**src/rtl/mem_lsu.sv**
```systemverilog
// ----------------------------------------------------------------------------
// mem_lsu -- load/store unit in front of a single-port synchronous word RAM.
//
// Handles word, halfword and byte loads and stores with little-endian lane
// mapping. Word stores write directly in the accept cycle. Sub-word stores do
// a read-modify-write: the RAM is read in the accept cycle, and the merged
// word is written one cycle later. Loads read the RAM, then extract and
// sign- or zero-extend the addressed lane. Misaligned accesses never touch
// the RAM and complete with resp_err.
//
// Ports:
//   clk, rst_n        clock, asynchronous active-low reset
//   req_valid/ready   request handshake; ready only while IDLE
//   req_we            1 = store, 0 = load
//   req_mod           00 word, 01 halfword, 1X byte
//   req_unsigned      zero-extend sub-word loads when 1
//   req_addr          byte address
//   req_wdata         store data, taken from the low lanes
//   resp_valid        one-cycle registered completion pulse
//   resp_err          misaligned access, qualified by resp_valid
//   resp_rdata        registered load result, 0 for stores and errors
//   ram_we/addr/din   RAM write enable, word address, write data
//   ram_dout          RAM read data, valid one cycle after its address
// ----------------------------------------------------------------------------
module mem_lsu #(
  parameter int ADDR_W = 8
) (
  input  logic              clk,
  input  logic              rst_n,
  input  logic              req_valid,
  output logic              req_ready,
  input  logic              req_we,
  input  logic [1:0]        req_mod,
  input  logic              req_unsigned,
  input  logic [ADDR_W-1:0] req_addr,
  input  logic [31:0]       req_wdata,
  output logic              resp_valid,
  output logic              resp_err,
  output logic [31:0]       resp_rdata,
  output logic              ram_we,
  output logic [ADDR_W-3:0] ram_addr,
  output logic [31:0]       ram_din,
  input  logic [31:0]       ram_dout
);

  typedef enum logic [1:0] {
    S_IDLE = 2'd0,
    S_LD   = 2'd1,
    S_RMW  = 2'd2
  } state_e;

  state_e              state_q, state_d;
  logic [1:0]          mod_q, mod_d;
  logic [1:0]          off_q, off_d;
  logic                uns_q, uns_d;
  logic [15:0]         wdata_q, wdata_d;
  logic [ADDR_W-3:0]   waddr_q, waddr_d;
  logic                resp_valid_q, resp_valid_d;
  logic                resp_err_q, resp_err_d;
  logic [31:0]         resp_rdata_q, resp_rdata_d;

  logic                ready_c;
  logic                we_c;
  logic                misaligned;
  logic [7:0]          ld_byte;
  logic [15:0]         ld_half;
  logic [31:0]         ld_data;
  logic [31:0]         merged;

  // Halfwords need addr[0]=0; words need addr[1:0]=0; bytes are always aligned.
  assign misaligned = (req_mod == 2'b01 && req_addr[0]) ||
                      (req_mod == 2'b00 && req_addr[1:0] != 2'b00);

  // Lane extraction and store merge, both working on the word returned by the RAM.
  always_comb begin
    // NOTE: every variable written in a combinational block gets a default
    // first, so no path through the block can leave it unassigned (a latch).
    ld_byte = ram_dout[{off_q, 3'b000} +: 8];
    ld_half = off_q[1] ? ram_dout[31:16] : ram_dout[15:0];
    if (mod_q[1]) begin
      ld_data = {{24{~uns_q & ld_byte[7]}}, ld_byte};
    end else if (mod_q[0]) begin
      ld_data = {{16{~uns_q & ld_half[15]}}, ld_half};
    end else begin
      ld_data = ram_dout;
    end

    merged = ram_dout;
    if (mod_q[1]) begin
      merged[{off_q, 3'b000} +: 8] = wdata_q[7:0];
    end else begin
      merged[{off_q[1], 4'b0000} +: 16] = wdata_q;
    end
  end

  always_comb begin
    // NOTE: combinational logic uses blocking '='; the clocked block below
    // uses non-blocking '<=' only, so all registers update together.
    state_d      = state_q;
    mod_d        = mod_q;
    off_d        = off_q;
    uns_d        = uns_q;
    wdata_d      = wdata_q;
    waddr_d      = waddr_q;
    resp_valid_d = 1'b0;
    resp_err_d   = 1'b0;
    resp_rdata_d = 32'h0;
    ready_c      = 1'b0;
    we_c         = 1'b0;
    ram_addr     = waddr_q;
    ram_din      = 32'h0;

    case (state_q)
      S_IDLE: begin
        ready_c  = 1'b1;
        ram_addr = req_addr[ADDR_W-1:2];
        if (req_valid) begin
          mod_d   = req_mod;
          off_d   = req_addr[1:0];
          uns_d   = req_unsigned;
          wdata_d = req_wdata[15:0];
          waddr_d = req_addr[ADDR_W-1:2];
          if (misaligned) begin
            resp_valid_d = 1'b1;
            resp_err_d   = 1'b1;
          end else if (req_we && req_mod == 2'b00) begin
            we_c         = 1'b1;
            ram_din      = req_wdata;
            resp_valid_d = 1'b1;
          end else if (req_we) begin
            state_d = S_RMW;
          end else begin
            state_d = S_LD;
          end
        end
      end
      S_LD: begin
        resp_valid_d = 1'b1;
        resp_rdata_d = ld_data;
        state_d      = S_IDLE;
      end
      S_RMW: begin
        we_c         = 1'b1;
        ram_din      = merged;
        resp_valid_d = 1'b1;
        state_d      = S_IDLE;
      end
      default: state_d = S_IDLE;
    endcase
  end

  // Reset must silence the handshake and the RAM strobe at once, not at the
  // next edge, so an access caught mid-flight never writes.
  assign req_ready = ready_c & rst_n;
  assign ram_we    = we_c & rst_n;

  always_ff @(posedge clk or negedge rst_n) begin
    if (!rst_n) begin
      state_q      <= S_IDLE;
      mod_q        <= 2'b00;
      off_q        <= 2'b00;
      uns_q        <= 1'b0;
      wdata_q      <= 16'h0;
      waddr_q      <= '0;
      resp_valid_q <= 1'b0;
      resp_err_q   <= 1'b0;
      resp_rdata_q <= 32'h0;
    end else begin
      state_q      <= state_d;
      mod_q        <= mod_d;
      off_q        <= off_d;
      uns_q        <= uns_d;
      wdata_q      <= wdata_d;
      waddr_q      <= waddr_d;
      resp_valid_q <= resp_valid_d;
      resp_err_q   <= resp_err_d;
      resp_rdata_q <= resp_rdata_d;
    end
  end

  assign resp_valid = resp_valid_q;
  assign resp_err   = resp_err_q;
  assign resp_rdata = resp_rdata_q;

endmodule

```
**config.mk**
```make
export PLATFORM = sky130hd
export DESIGN_NAME = mem_lsu
export DESIGN_NICKNAME = d
export VERILOG_FILES = /design/src/rtl/mem_lsu.sv
export SDC_FILE = /design/constraint.sdc
export NUM_CORES = 1
export LEC_CHECK = 0
export ABC_AREA = 1
export CORE_MARGIN = 1
export CORE_UTILIZATION = 43
export CTS_CLUSTER_SIZE = 24
export DETAILED_ROUTE_END_ITERATION = 16
export PLACE_DENSITY = 0.87
export SYNTH_ARGS = -nofsm -noshare
export SYNTH_HDL_FRONTEND = slang
export SYNTH_SLANG_ARGS = --single-unit
```
**constraint.sdc**
```tcl
create_clock -name clk -period 2.2 [get_ports clk]
set_input_delay 0.44 -clock clk [delete_from_list [all_inputs] [get_ports clk]]
set_output_delay 0.44 -clock clk [all_outputs]
set_load 0.05 [all_outputs]
```
# Yosys cells after proc, flatten, opt, wreduce, memory -nomap -nowiden
# Cells that the tools add are included.
[word_totals]
regBits = 63
in_bits = 79
out_inout_bits = 74
[op_classes]
add_sub_neg = 2
eq_ne = 6
shift = 5
muxes = 28
n_bitwise = 5
n_reduce_logical = 10
[ops]
columns = ["operator", "n"]
rows = [
  ["32-bit 2-to-1 mux", 7],
  ["32-bit bitwise mux", 2],
  ["32-bit one-hot mux with 2 select lines", 1],
  ["16-bit by 7-bit variable shift with 32-bit output (first input constant)", 1],
  ["8-bit by 7-bit variable shift with 32-bit output (first input constant)", 1],
  ["16-bit by 7-bit variable part select with 32-bit output", 1],
  ["32-bit by 6-bit variable part select with 8-bit output", 1],
  ["8-bit by 7-bit variable part select with 32-bit output", 1],
  ["16-bit 2-to-1 mux", 1],
  ["5-bit negator with 7-bit output", 2],
  ["2-bit 2-to-1 mux", 5],
  ["1-bit 2-to-1 mux", 9],
  ["6-bit 2-to-1 mux", 1],
  ["2-bit != test (second input constant)", 3],
  ["1-bit AND", 4],
  ["2-bit by 1-bit == test with 1-bit output (second input constant)", 2],
  ["2-bit zero test", 2],
  ["1-bit one-hot mux with 2 select lines", 2],
  ["1-bit logical AND", 3],
  ["3-bit AND reduction", 1],
  ["2-bit == test (second input constant)", 1],
  ["2-bit AND reduction", 1],
  ["2-bit nonzero test", 1],
  ["2-bit OR reduction", 1],
  ["2 further kinds", 2],
]

# Longest topological paths before layout
# Gate-level depths: netlist of the first run.
[depth]
ltp_word = 7
ltp_mapped = 11
ltp_nobuf = 9

# Worst setup path after synthesis of the first run
# Ideal clock, no wire load.
[synth_path]
path_kind = "register -> output"
from = "register state_q[0]"
to = "output ram_din[10]"
t_arrival_ns = 2.224
slack_ns = -0.464
path_stages_with_launch = 9
n_path_buf = 2
cell_sequence = "dfrtp_1 > inv_1 > ha_1 > buf_4 > nand2_4 > inv_1 > buf_4 > nand2_1 > o21ai_0"
[synth_via]
elab_chain_cells = 2
elab_cells_between_ends = 3
[synth_lines]
columns = ["item", "line", "rtl"]
rows = [
  ["start: declaration", "52", "state_e state_q, state_d;"],
  ["start signal: assignment", "169", "state_q <= state_d;"],
  ["2-bit == test or 2-bit zero test (tied branches)", "113", "case (state_q)"],
  ["32-bit one-hot mux with 2 select lines (*)", "113", ""],
  ["end: declaration", "42", "output logic [31:0] ram_din,"],
]
# Every way passes the cells marked *; elsewhere a longest branch is shown, timed or not.

# Worst setup path in the final report of the first run
[layout_path]
from = "register off_q[1]"
to = "output ram_din[7]"
[layout_via]
elab_chain_cells = 5
elab_cells_between_ends = 10
[layout_lines]
columns = ["item", "line", "rtl"]
rows = [
  ["start: declaration", "54", "logic [1:0] off_q, off_d;"],
  ["start signal: assignment", "161", "off_q <= 2'b00;"],
  ["start signal: assignment", "171", "off_q <= off_d;"],
  ["5-bit negator with 7-bit output (on tied branches)", "92, 90", ""],
  ["16-bit by 7-bit variable part select with 32-bit output (tied with other cells)", "92", "merged[{off_q[1], 4'b0000} +: 16] = wdata_q;"],
  ["32-bit bitwise mux (on tied branches)", "92, 90", ""],
  ["32-bit 2-to-1 mux (*)", "89", "if (mod_q[1]) begin"],
  ["32-bit one-hot mux with 2 select lines (*)", "113", ""],
]
# Marked as above.

==> results of run 1 <==
tightest hold or removal path: stages, from the launching register on:
cell and delay, ps:
dfrtp_1 350, nand2_1 50, o21ai_0 60
cell usage in the layout (no fill, tap or decap), drive strengths merged, types with 26 or more instances in the layout:
| master | count |
|---|---|
| a21oi | 69 |
| buf | 88 |
| clkdlybuf4s50 | 106 |
| dfrtp | 63 |
| inv | 86 |
| nand2 | 181 |
| nand3 | 82 |
| nor2 | 50 |
| o211ai | 26 |
| o21ai | 99 |
path summary, 6_finish.rpt:
path | start | to | slack (ps) | cells after the start
worst min register to register | waddr_q[5]$_DFFE_PN0P_ | waddr_q[5]$_DFFE_PN0P_ | 500 | 2
worst max register to register | off_q[1]$_DFFE_PN0P_ | resp_rdata[5]$_DFF_PN0_ | 410 | 9
min in group asynchronous | rst_n | wdata_q[14]$_DFFE_PN0P_ | 550 | 2
worst min-delay path | waddr_q[5]$_DFFE_PN0P_ | waddr_q[5]$_DFFE_PN0P_ | 500 | 2
worst max-delay path | off_q[1]$_DFFE_PN0P_ | ram_din[7] | -180 | 8
max in group asynchronous | rst_n | resp_rdata[19]$_DFF_PN0_ | 890 | 3
cell families (layout without fill, tap and decap cells):
logic type	Yosys count	after routing	synth area share [%]
flops	63	63	33.0
buf+inv	137	302	13.4
compound gates	195	195	21.9
fa+ha+maj	9	9	2.36
simple gates	319	319	29.4
cell type report:
class                           count  share of cell area, %
Timing Repair inverter              1                  0.100
Multi-Input combinational cell    523                   38.2
Tap cell                          140                   2.33
Inverter                           86                   4.43
Clock inverter                      4                  0.300
Clock buffer                       11                   1.88
Sequential cell                    63                   21.0
Timing Repair Buffer              200                   31.7
metrics by stage:
stage / setup TNS, ps / utilization [%] / setup WS (ps)
2_1_floorplan: -390 / - / -101
3_3_place_gp: -2240 / 64.4 / -88.2
3_5_place_dp: -2940 / 64.4 / -121
4_1_cts: -3490 / 67.9 / -155
5_1_grt: -6370 / 69.3 / -253
6_report: -4000 / 69.3 / -180
repair_timing:
action | 4_1_cts | 5_1_grt
hold buffers | 1 | 0
setup endpoints to repair | 39 | 33
resized for setup | 60 | 34
pin swaps | 22 | 11
setup buffers | 8 | 3
endpoints found under the hold margin | 8 | 0
gates cloned | 2 | 0
state kept, by name, indices dropped and copies added, names as in the netlist, 2 cells and up:
name and count:
waddr_q 6, state_q 2, off_q 2, resp_rdata 32, mod_q 2, wdata_q 16
metal layers:
metal,share of wire [%],up-vias,wire (µm),track usage (%)
met5,0,-,0,0
li1,-,2683,-,-
met4,3.2,0,530,11.5
met2,49,352,8100,47.3
met3,9.8,50,1630,6.90
met1,38,2598,6320,37.6
where the power goes:
part / internal [W] / leakage (nW) / switching [W]
logic: 0.00252 / 2.64 / 0.00404
clock network: 0.000427 / 0.0850 / 0.000450
registers: 0.00152 / 0.819 / 0.000309
==> impl_metrics.json, run 1 <==
{
  "drtPass1Iterations": 6,
  "yosysSeqAreaShare_pct": 33.0,
  "synth_fp_nets": 811,
  "post-route-period-util_pct": 108,
  "drtAntennaViolNets": 0,
  "final-max-slew-violation-count": 0,
  "outcome": "complete, but fails checks",
  "power.density_mw_per_mm2": 1240,
  "fillCellCount": 856,
  "worst-path-max-fanout": 8,
  "die_w_um": 107,
  "vias": 5683,
  "synth_common_cells": "179 x nand2_1, 86 x o21ai_0, 80 x inv_1",
  "slowest_stage": "dfrtp_2",
  "synthArstFlopShare_pct": 100,
  "yosys-top-cells-area": "dfrtp_1 33%, nand2_1 14%, o21ai_0 9.0%",
  "nets": 972,
  "clkSlewWorstSetupHoldPaths_ps": 70,
  "worst_pin_slew_ps": 504,
  "cts_buffers": 9,
  "dp.cells": 999,
  "dieHeight_um": 107,
  "clockBufferDepth": 2,
  "path_common_cell": "nand3_1",
  "seqCellArea_mm2": 0.00158,
  "max_freq_mhz": 420,
  "fp-row-count": 38,
  "syn_area_mm2": 0.00478,
  "arrival_ps": 1940,
  "drc": 0,
  "grt_setup_unrepaired": "yes",
  "synth.ff_latch_count": 63,
  "crit_chain": "inv_6, ha_4, nor2_4, nand3_1, o211ai_1, nand3_1, nand2_2, buf_12",
  "synth_flop_cell": "dfrtp_1",
  "critical_path.top_delay_family": "simple AND/OR/NAND/NOR gates",
  "htree_levels": 3,
  "setup.worst_path.class": "reg2out",
  "cts_root_buffer": "clkbuf_8",
  "slew_headroom_pct": 66.3,
  "dp_hpwl_um": 11900,
  "core_area_mm2": 0.0108,
  "fin_skew_ps": 12.1,
  "cp.buffers_inverters": 2,
  "ir_worst_vdd_mv": 1.10,
  "yosysMostFrequentCell": "nand2_1",
  "synth_area_per_cell_um2": 6.61,
  "antenna_cells": 0,
  "cts_tree": "built",
  "hp-class": "reg2reg",
  "grt_max_degree": 44,
  "leakage_nw": 3.54,
  "synth.top_cell.area_share_pct": 33.0,
  "clock-sinks": 63,
  "p_total_w": 0.00927,
  "antenna_found_initial": 0,
  "violations": "setup timing",
  "avgRoutedWirePerCell_um": 16.1,
  "vias_per_cell": 5.53,
  "grt_pass1_wl_um": 25900,
  "instances_no_fill": 1028,
  "worstPathRequired_ps": 1760,
  "worst_hold_slack_ps": 498,
  "drive_above_1_share_pct": 23.8,
  "final_area_mm2": 0.00751,
  "layout_min_cycle_time_ps": 2380,
  "numPortBuffers": 152,
  "setup_ws_ps": -180,
  "crit_path_start_kind": "flop",
  "initial_core_util_pct": 44.1,
  "synth_top_cell_by_area": "dfrtp_1",
  "end_kind": "output port",
  "place_area_mm2": 0.00698,
  "critPathMaxStageDelay_ps": 460,
  "yosysWarnings": 0,
  "io_pins": 153,
  "maxCapViolCount": 0,
  "multi_input_area_mm2": 0.00287,
  "wirelength_um": 16600,
  "setup_violations": 32,
  "drtIter0Drc": 678,
  "grt_use_total_pct": 29.2,
  "syn_inst": 723,
  "die_area_mm2": 0.0115,
  "grt_pass1_vias": 5126,
  "overflow": 0,
  "gp_congestion": 0.945,
  "synth_edf_count": 0,
  "hold_viol": 0,
  "ys_types": 29,
  "syn_to_final_growth_pct": 57.1,
  "worstSkewPairLatency_ps": 350
}
(Power assumes the default switching activity.)
==> run 2, diff against run 1 <==
Settings changed: ABC_CLOCK_PERIOD_IN_PS set to 2200, HOLD_SLACK_MARGIN set to 0.15.
==> results of run 2 <==
Same layout as run 1: the final DEF is identical, and so are final timing and power.
==> run 3, diff against run 2 <==
Settings changed: MAX_ROUTING_LAYER set to met4.
==> run 3 against run 2 <==
The flow still finishes with violations (setup timing). Hold slack improved by 6.8 ps. Setup slack worse by 100 ps. Largest cell class unchanged. Cell area grew 3.0%. Critical path depth decreased by 1. Sequential cell count stayed put. Critical endpoint is now ram_din[25]. Die area did not move. Clock power grew 5.8%. Utilization up 2.1 points. Count of clock-buffer cells in the layout is the same.
==> impl_metrics.json, run 3 (synthesis results as in run 1) <==
{
  "p_sw_w": 0.00515,
  "fin_skew_ps": 11.7,
  "clock_power_share_pct": 9.5,
  "nets": 976,
  "grt_setup_unrepaired": "yes",
  "leakage_nw": 3.60,
  "die_w_um": 107,
  "worst_pin_slew_ps": 526,
  "reg2reg_slack_ps": 430,
  "grt_pass1_wl_um": 26100,
  "grt_max_degree": 51,
  "drtPass1Iterations": 7,
  "maxCapViolCount": 0,
  "power.density_mw_per_mm2": 1270,
  "overflow": 0,
  "drtAntennaViolNets": 0,
  "cts_root_buffer": "clkbuf_8",
  "fillCellCount": 795,
  "hp-class": "reg2reg",
  "worst-path-max-fanout": 8,
  "crit_path_start_kind": "flop",
  "numPortBuffers": 152,
  "largest_reg_flops": 32,
  "p_int_w": 0.00467,
  "slew_headroom_pct": 64.8,
  "post-route-period-util_pct": 113,
  "cts_buffers": 9,
  "gp_congestion": 0.944,
  "cts_tree": "built",
  "io_pins": 153,
  "pwr-share-seq_pct": 18.8,
  "outcome": "complete, but fails checks",
  "wirelength_um": 18200,
  "setup_violations": 32,
  "dp.cells": 999,
  "busiest_layer": "met2",
  "worstSkewPairLatency_ps": 350,
  "vias_per_cell": 5.75,
  "antenna_found_initial": 0,
  "arrival_ps": 2040,
  "worst_hold_slack_ps": 505,
  "ir_worst_vdd_mv": 0.970,
  "core_area_mm2": 0.0108,
  "syn_to_final_growth_pct": 61.8,
  "final-max-slew-violation-count": 0,
  "p_comb_share_pct": 71.8,
  "drc": 0,
  "setup_ws_ps": -281,
  "fp-row-count": 38,
  "htree_levels": 3,
  "final_common_cell": "nand2_1",
  "clock-sinks": 63,
  "vias": 5943,
  "grt_use_total_pct": 30.1,
  "instances_no_fill": 1033,
  "violations": "setup timing",
  "drive_above_1_share_pct": 26.1,
  "grtUsageMet3_pct": 5.21,
  "clkSlewWorstSetupHoldPaths_ps": 80,
  "max_freq_mhz": 403,
  "antenna_cells": 0,
  "worstPathRequired_ps": 1760,
  "switching_share_pct": 52.4,
  "initial_core_util_pct": 44.1,
  "grt_pass1_vias": 5164,
  "clockBufferDepth": 2,
  "dieHeight_um": 107,
  "place_area_mm2": 0.00698,
  "use_met2_pct": 48.5,
  "layout_min_cycle_time_ps": 2480,
  "hold_viol": 0,
  "avgRoutedWirePerCell_um": 17.6,
  "dp_hpwl_um": 12000,
  "drtIter0Drc": 962,
  "die_area_mm2": 0.0115,
  "setup.worst_path.class": "reg2out",
  "layout_common_cells": "153 x nand2_1, 105 x clkdlybuf4s50_1, 75 x inv_1, 63 x o21ai_0, 61 x dfrtp_1",
  "end_kind": "output port",
  "use_met1_pct": 37.6,
  "final_area_mm2": 0.00773
}
run 3: changes by cell type in the layout (fill, tap and decap cells not counted), moves of 2 or more:
| cell | change |
|---|---|
| o21ai_0 | -2 |
| buf_8 | -2 |
| o21ai_2 | +3 |
| nand3_1 | -12 |
| nand3_2 | +11 |
| buf_12 | +3 |
| o21ai_1 | -2 |
| clkbuf_16 | +2 |
| inv_2 | -3 |
| clkinv_4 | +2 |
run 3: final cells by class:
| cell class | count | area [µm²] | share of cell area, % |
|---|---|---|---|
| sequential | 63 | 1580 | 20.4 |
| timing repair buffer | 204 | 2460 | 31.8 |
| multi-input combinational | 523 | 2990 | 38.7 |
| tap | 140 | 175 | 2.27 |
| inverter | 86 | 343 | 4.44 |
| timing repair inverter | 1 | 7.51 | 0.0971 |
| clock inverter | 5 | 33.8 | 0.437 |
| clock buffer | 11 | 141 | 1.83 |
run 3: power groups by stage:
stage / Sequential (W) / Clock [W] / Combinational [W]
2_1_floorplan: 0.00226 / 0 / 0.00348
3_3_place_gp: 0.00181 / 0 / 0.00589
3_5_place_dp: 0.00182 / 0 / 0.00599
4_1_cts: 0.00181 / 0.000938 / 0.00625
5_1_grt: 0.00187 / 0.000986 / 0.00745
6_report: 0.00185 / 0.000929 / 0.00705
run 3: worst paths after layout:
check,endpoint,cells after the start,from
setup reg to reg,resp_rdata[10]$_DFF_PN0_,8,off_q[1]$_DFFE_PN0P_
setup / recovery,ram_din[25],7,off_q[0]$_DFFE_PN0P_
hold / removal,waddr_q[2]$_DFFE_PN0P_,2,waddr_q[2]$_DFFE_PN0P_
min in group asynchronous,wdata_q[8]$_DFFE_PN0P_,2,rst_n
max in group asynchronous,resp_rdata[14]$_DFF_PN0_,3,rst_n
hold reg to reg,waddr_q[2]$_DFFE_PN0P_,2,waddr_q[2]$_DFFE_PN0P_
run 3: critical path, stage by stage (launching register included):
cell	delay (ps)
dfrtp_1	410
inv_2	130
ha_4	260
or2_4	310
o21ai_1	160
nand3_1	160
nand2_2	120
buf_12	140
run 3: what timing repair did:
action	CTS	global route
setup buffers	4	10
hold buffers	1	0
setup endpoints to repair	39	34
gates resized for setup	55	73
endpoints found under the hold margin	9	0
gates cloned	1	2
pin swaps	14	12
run 3: per-layer routing:
metal  up-vias  share of wire, %
met5         -                 0
met4         0               4.4
met3       103                11
met2       406                48
met1      2743                37
li1       2691                 -
run 3: stage by stage:
| stage | TNS, ps | utilization, % | power (W) | setup WS, ps |
|---|---|---|---|---|
| after floorplan | -390 | - | 0.00574 | -101 |
| after global placement | -2080 | 64.4 | 0.00770 | -86.2 |
| after detailed placement | -3130 | 64.4 | 0.00781 | -117 |
| after CTS | -3970 | 67.4 | 0.00900 | -164 |
| after global routing | -6810 | 71.3 | 0.0103 | -299 |
| final | -5780 | 71.3 | 0.00982 | -281 |
==> patch: new RTL, flow settings as in run 1 <==
The 3 states of `state_e` get a one-hot encoding in 3 bits.
--- a/src/rtl/mem_lsu.sv
+++ b/src/rtl/mem_lsu.sv
@@ -43,10 +43,10 @@
   input  logic [31:0]       ram_dout
 );
 
-  typedef enum logic [1:0] {
-    S_IDLE = 2'd0,
-    S_LD   = 2'd1,
-    S_RMW  = 2'd2
+  typedef enum logic [2:0] {
+    S_IDLE = 3'b001,
+    S_LD   = 3'b010,
+    S_RMW  = 3'b100
   } state_e;
 
   state_e              state_q, state_d;
Formal check against the unedited RTL: same outputs for any inputs over 4 cycles, from zero or initial values and one cycle with rst_n low; so few cycles prove little.
==> patch against run 1 <==
- the run still ends with setup timing left
- core utilization grew 1.7 points
- final area shrank 1.5%
- count of clock-buffer cells in the layout is the same
- synthesized area shrank 2.4%
- sequential cell count grew 1
- worst setup slack lost 0.068 ns
- clock skew grew 0.0029 ns
- routed wire length grew 3.3%
- non-clock buffer count shrank 5
- highest routed layer unchanged
Power is not compared: it rests on default switching activity, and its combinational part moved more than twofold at a synthesized area within 25%.
==> patch: results (changes against run 1) <==
[yosys]
yosysSeqAreaShare_pct=34.4  ; +1.4 points
yosys-top-cells-area=dfrtp_1 34%, nand2_1 16%, a21oi_1 11%
ys.flop_type=dfrtp_1
async_reset_ff_share_pct=100  ; unchanged
yosysUniqueCellTypes=25  ; -14%
yosysWarnings=0  ; unchanged
mappedNetlistNets=814  ; +0.37%
ys_top_cells_by_count=199 x nand2_1, 105 x a21oi_1, 88 x o21ai_0, 71 x nand3_1

[setup_path]
cp.arrival_ns=2.01  ; +0.07 ns
crit_family=buffers and inverters
cpPeakStageDelay_ns=0.42  ; -0.04 ns
crit_path_max_fanout=8  ; unchanged
crit_start=off_q[1]
cp_slowest_cell=dfrtp_1

[clock_network]
max-clock-path-buffers=2  ; unchanged
path_clk_slew_ns=0.08
cts_buffers=9  ; unchanged
clkLatencyLatePin_ns=0.36
htree_num_levels=3  ; unchanged
ctsHoldBuffers=0  ; -1
root_buffer=clkbuf_8

[timing]
slew_headroom_pct=47.9  ; -18 points
setup_viol=32  ; unchanged
setup_ws_ns=-0.248  ; -0.0682 ns
clock_skew_ns=0.0149  ; +0.00286 ns

[place]
post-dp-hpwl_um=11500  ; -3.2%
place.gp.congestion=0.927  ; -1.9%
portBuffers=152  ; unchanged

[finish]
drive_gt1_share_pct=22.7  ; -1.1 points
largest_register_ffs=32  ; unchanged
num_antenna_cells=0  ; unchanged
layout.nets=973  ; +0.10%

[route]
drt_iter0_drc=673  ; -0.74%
viasPerCell=5.65  ; +2.1%
finalWirelength_um=17100  ; +3.3%
firstDrtPassIters=5  ; -1

[grt]
grt_pass1_vias=5446  ; +6.2%
grtUsageMet1_pct=38.9  ; +1.3 points
antenna_found_initial=0  ; unchanged
grt_pass1_wl_um=26900  ; +3.8%
grt_use_met3_pct=5.95  ; -0.95 points
grtUsageMet2_pct=47.4  ; about the same
grt_usage_pct=30.5  ; +1.3 points
grt_max_degree=65  ; +48%

[status]
violations=setup timing
status=finished, violations left

[pwr]
p_leak_nw=3.50
peakVddDrop_mv=0.358

[hold_path]
hold_class=input pin to async pin

[patch: cell count changes after synthesis, sizes merged, moves of 3 or more]
cell,run 1,this run
inv,86,67
o21ai,99,90
clkbuf,11,8
a21oi,69,105
nor2,50,65
nand2,181,201
ha,9,5
nand3,82,73
o211ai,26,3
[patch: worst reg2reg max path: stages, from the launching register on]
cell and delay [ns]:
dfrtp_1 0.42, buf_6 0.14, buf_6 0.28, nand2_2 0.34, nand2_1 0.13, o21ai_0 0.10, nand2_1 0.08, nand2_1 0.05
nor2_1 0.20
[patch: power by group]
| part | switching, mW | leakage (nW) | internal (mW) |
|---|---|---|---|
| Combinational | 1.39 | 2.55 | 0.842 |
| Sequential | 0.114 | 0.841 | 1.29 |
| Clock | 0.493 | 0.0993 | 0.553 |
[patch: worst paths after layout]
kind / cells after the start / end / slack [ns]
worst max-delay path: 9 / ram_din[16] / -0.25
worst min-delay path: 2 / resp_rdata[5] / 0.34
worst max register to register: 8 / resp_rdata[5] / 0.37
worst min register to register: 2 / wdata_q[8] / 0.52
max in group asynchronous: 2 / wdata_q[7] / 1.35
min in group clk: 3 / off_q[0] / 0.40
[patch: layout make-up]
type / count / area (µm²)
repair buffers: 195 / 2360
inverters: 69 / 268
flip-flops and latches: 64 / 1600
fillers: 808 / 3030
well taps: 136 / 170
multi-input cells: 550 / 2790
clock inverters: 5 / 56.3
clock buffers: 11 / 141
[patch: metrics by stage]
step / setup TNS [ns] / area [µm²] / std cells / worst slack, ns / util (%)
after global routing: -7.71 / 7390 / 1030 / -0.276 / 71.0
after floorplan: 0 / 4730 / 730 / 0.00216 / -
final: -5.08 / 7390 / 1030 / -0.248 / 71.0
after global placement: -1.04 / 6780 / 998 / -0.125 / 65.1
after CTS: -4.00 / 7280 / 1029 / -0.168 / 69.9
after detailed placement: -2.47 / 6780 / 998 / -0.169 / 65.1
[patch: per-layer routing]
metal	share of wire [%]	wire length, µm
met5	0	0
met4	5.2	891
met3	11	1880
met2	46	7930
met1	38	6430
[patch: cell families after synthesis]
kind of cell / after synthesis / synth area share [%]
adders and majority gates: 5 / 1.34
DFF: 64 / 34.4
and+or+nand+nor: 347 / 30.9
buffers and inverters: 116 / 11.9
AOI/OAI and AO/OA: 198 / 21.5
[patch: repair_timing]
action / CTS / global route
gates resized for setup: 70 / 36
buffers inserted: 13 / 1
cloned: 2 / 0
endpoints found under the setup margin: 40 / 36
pin swaps: 24 / 20
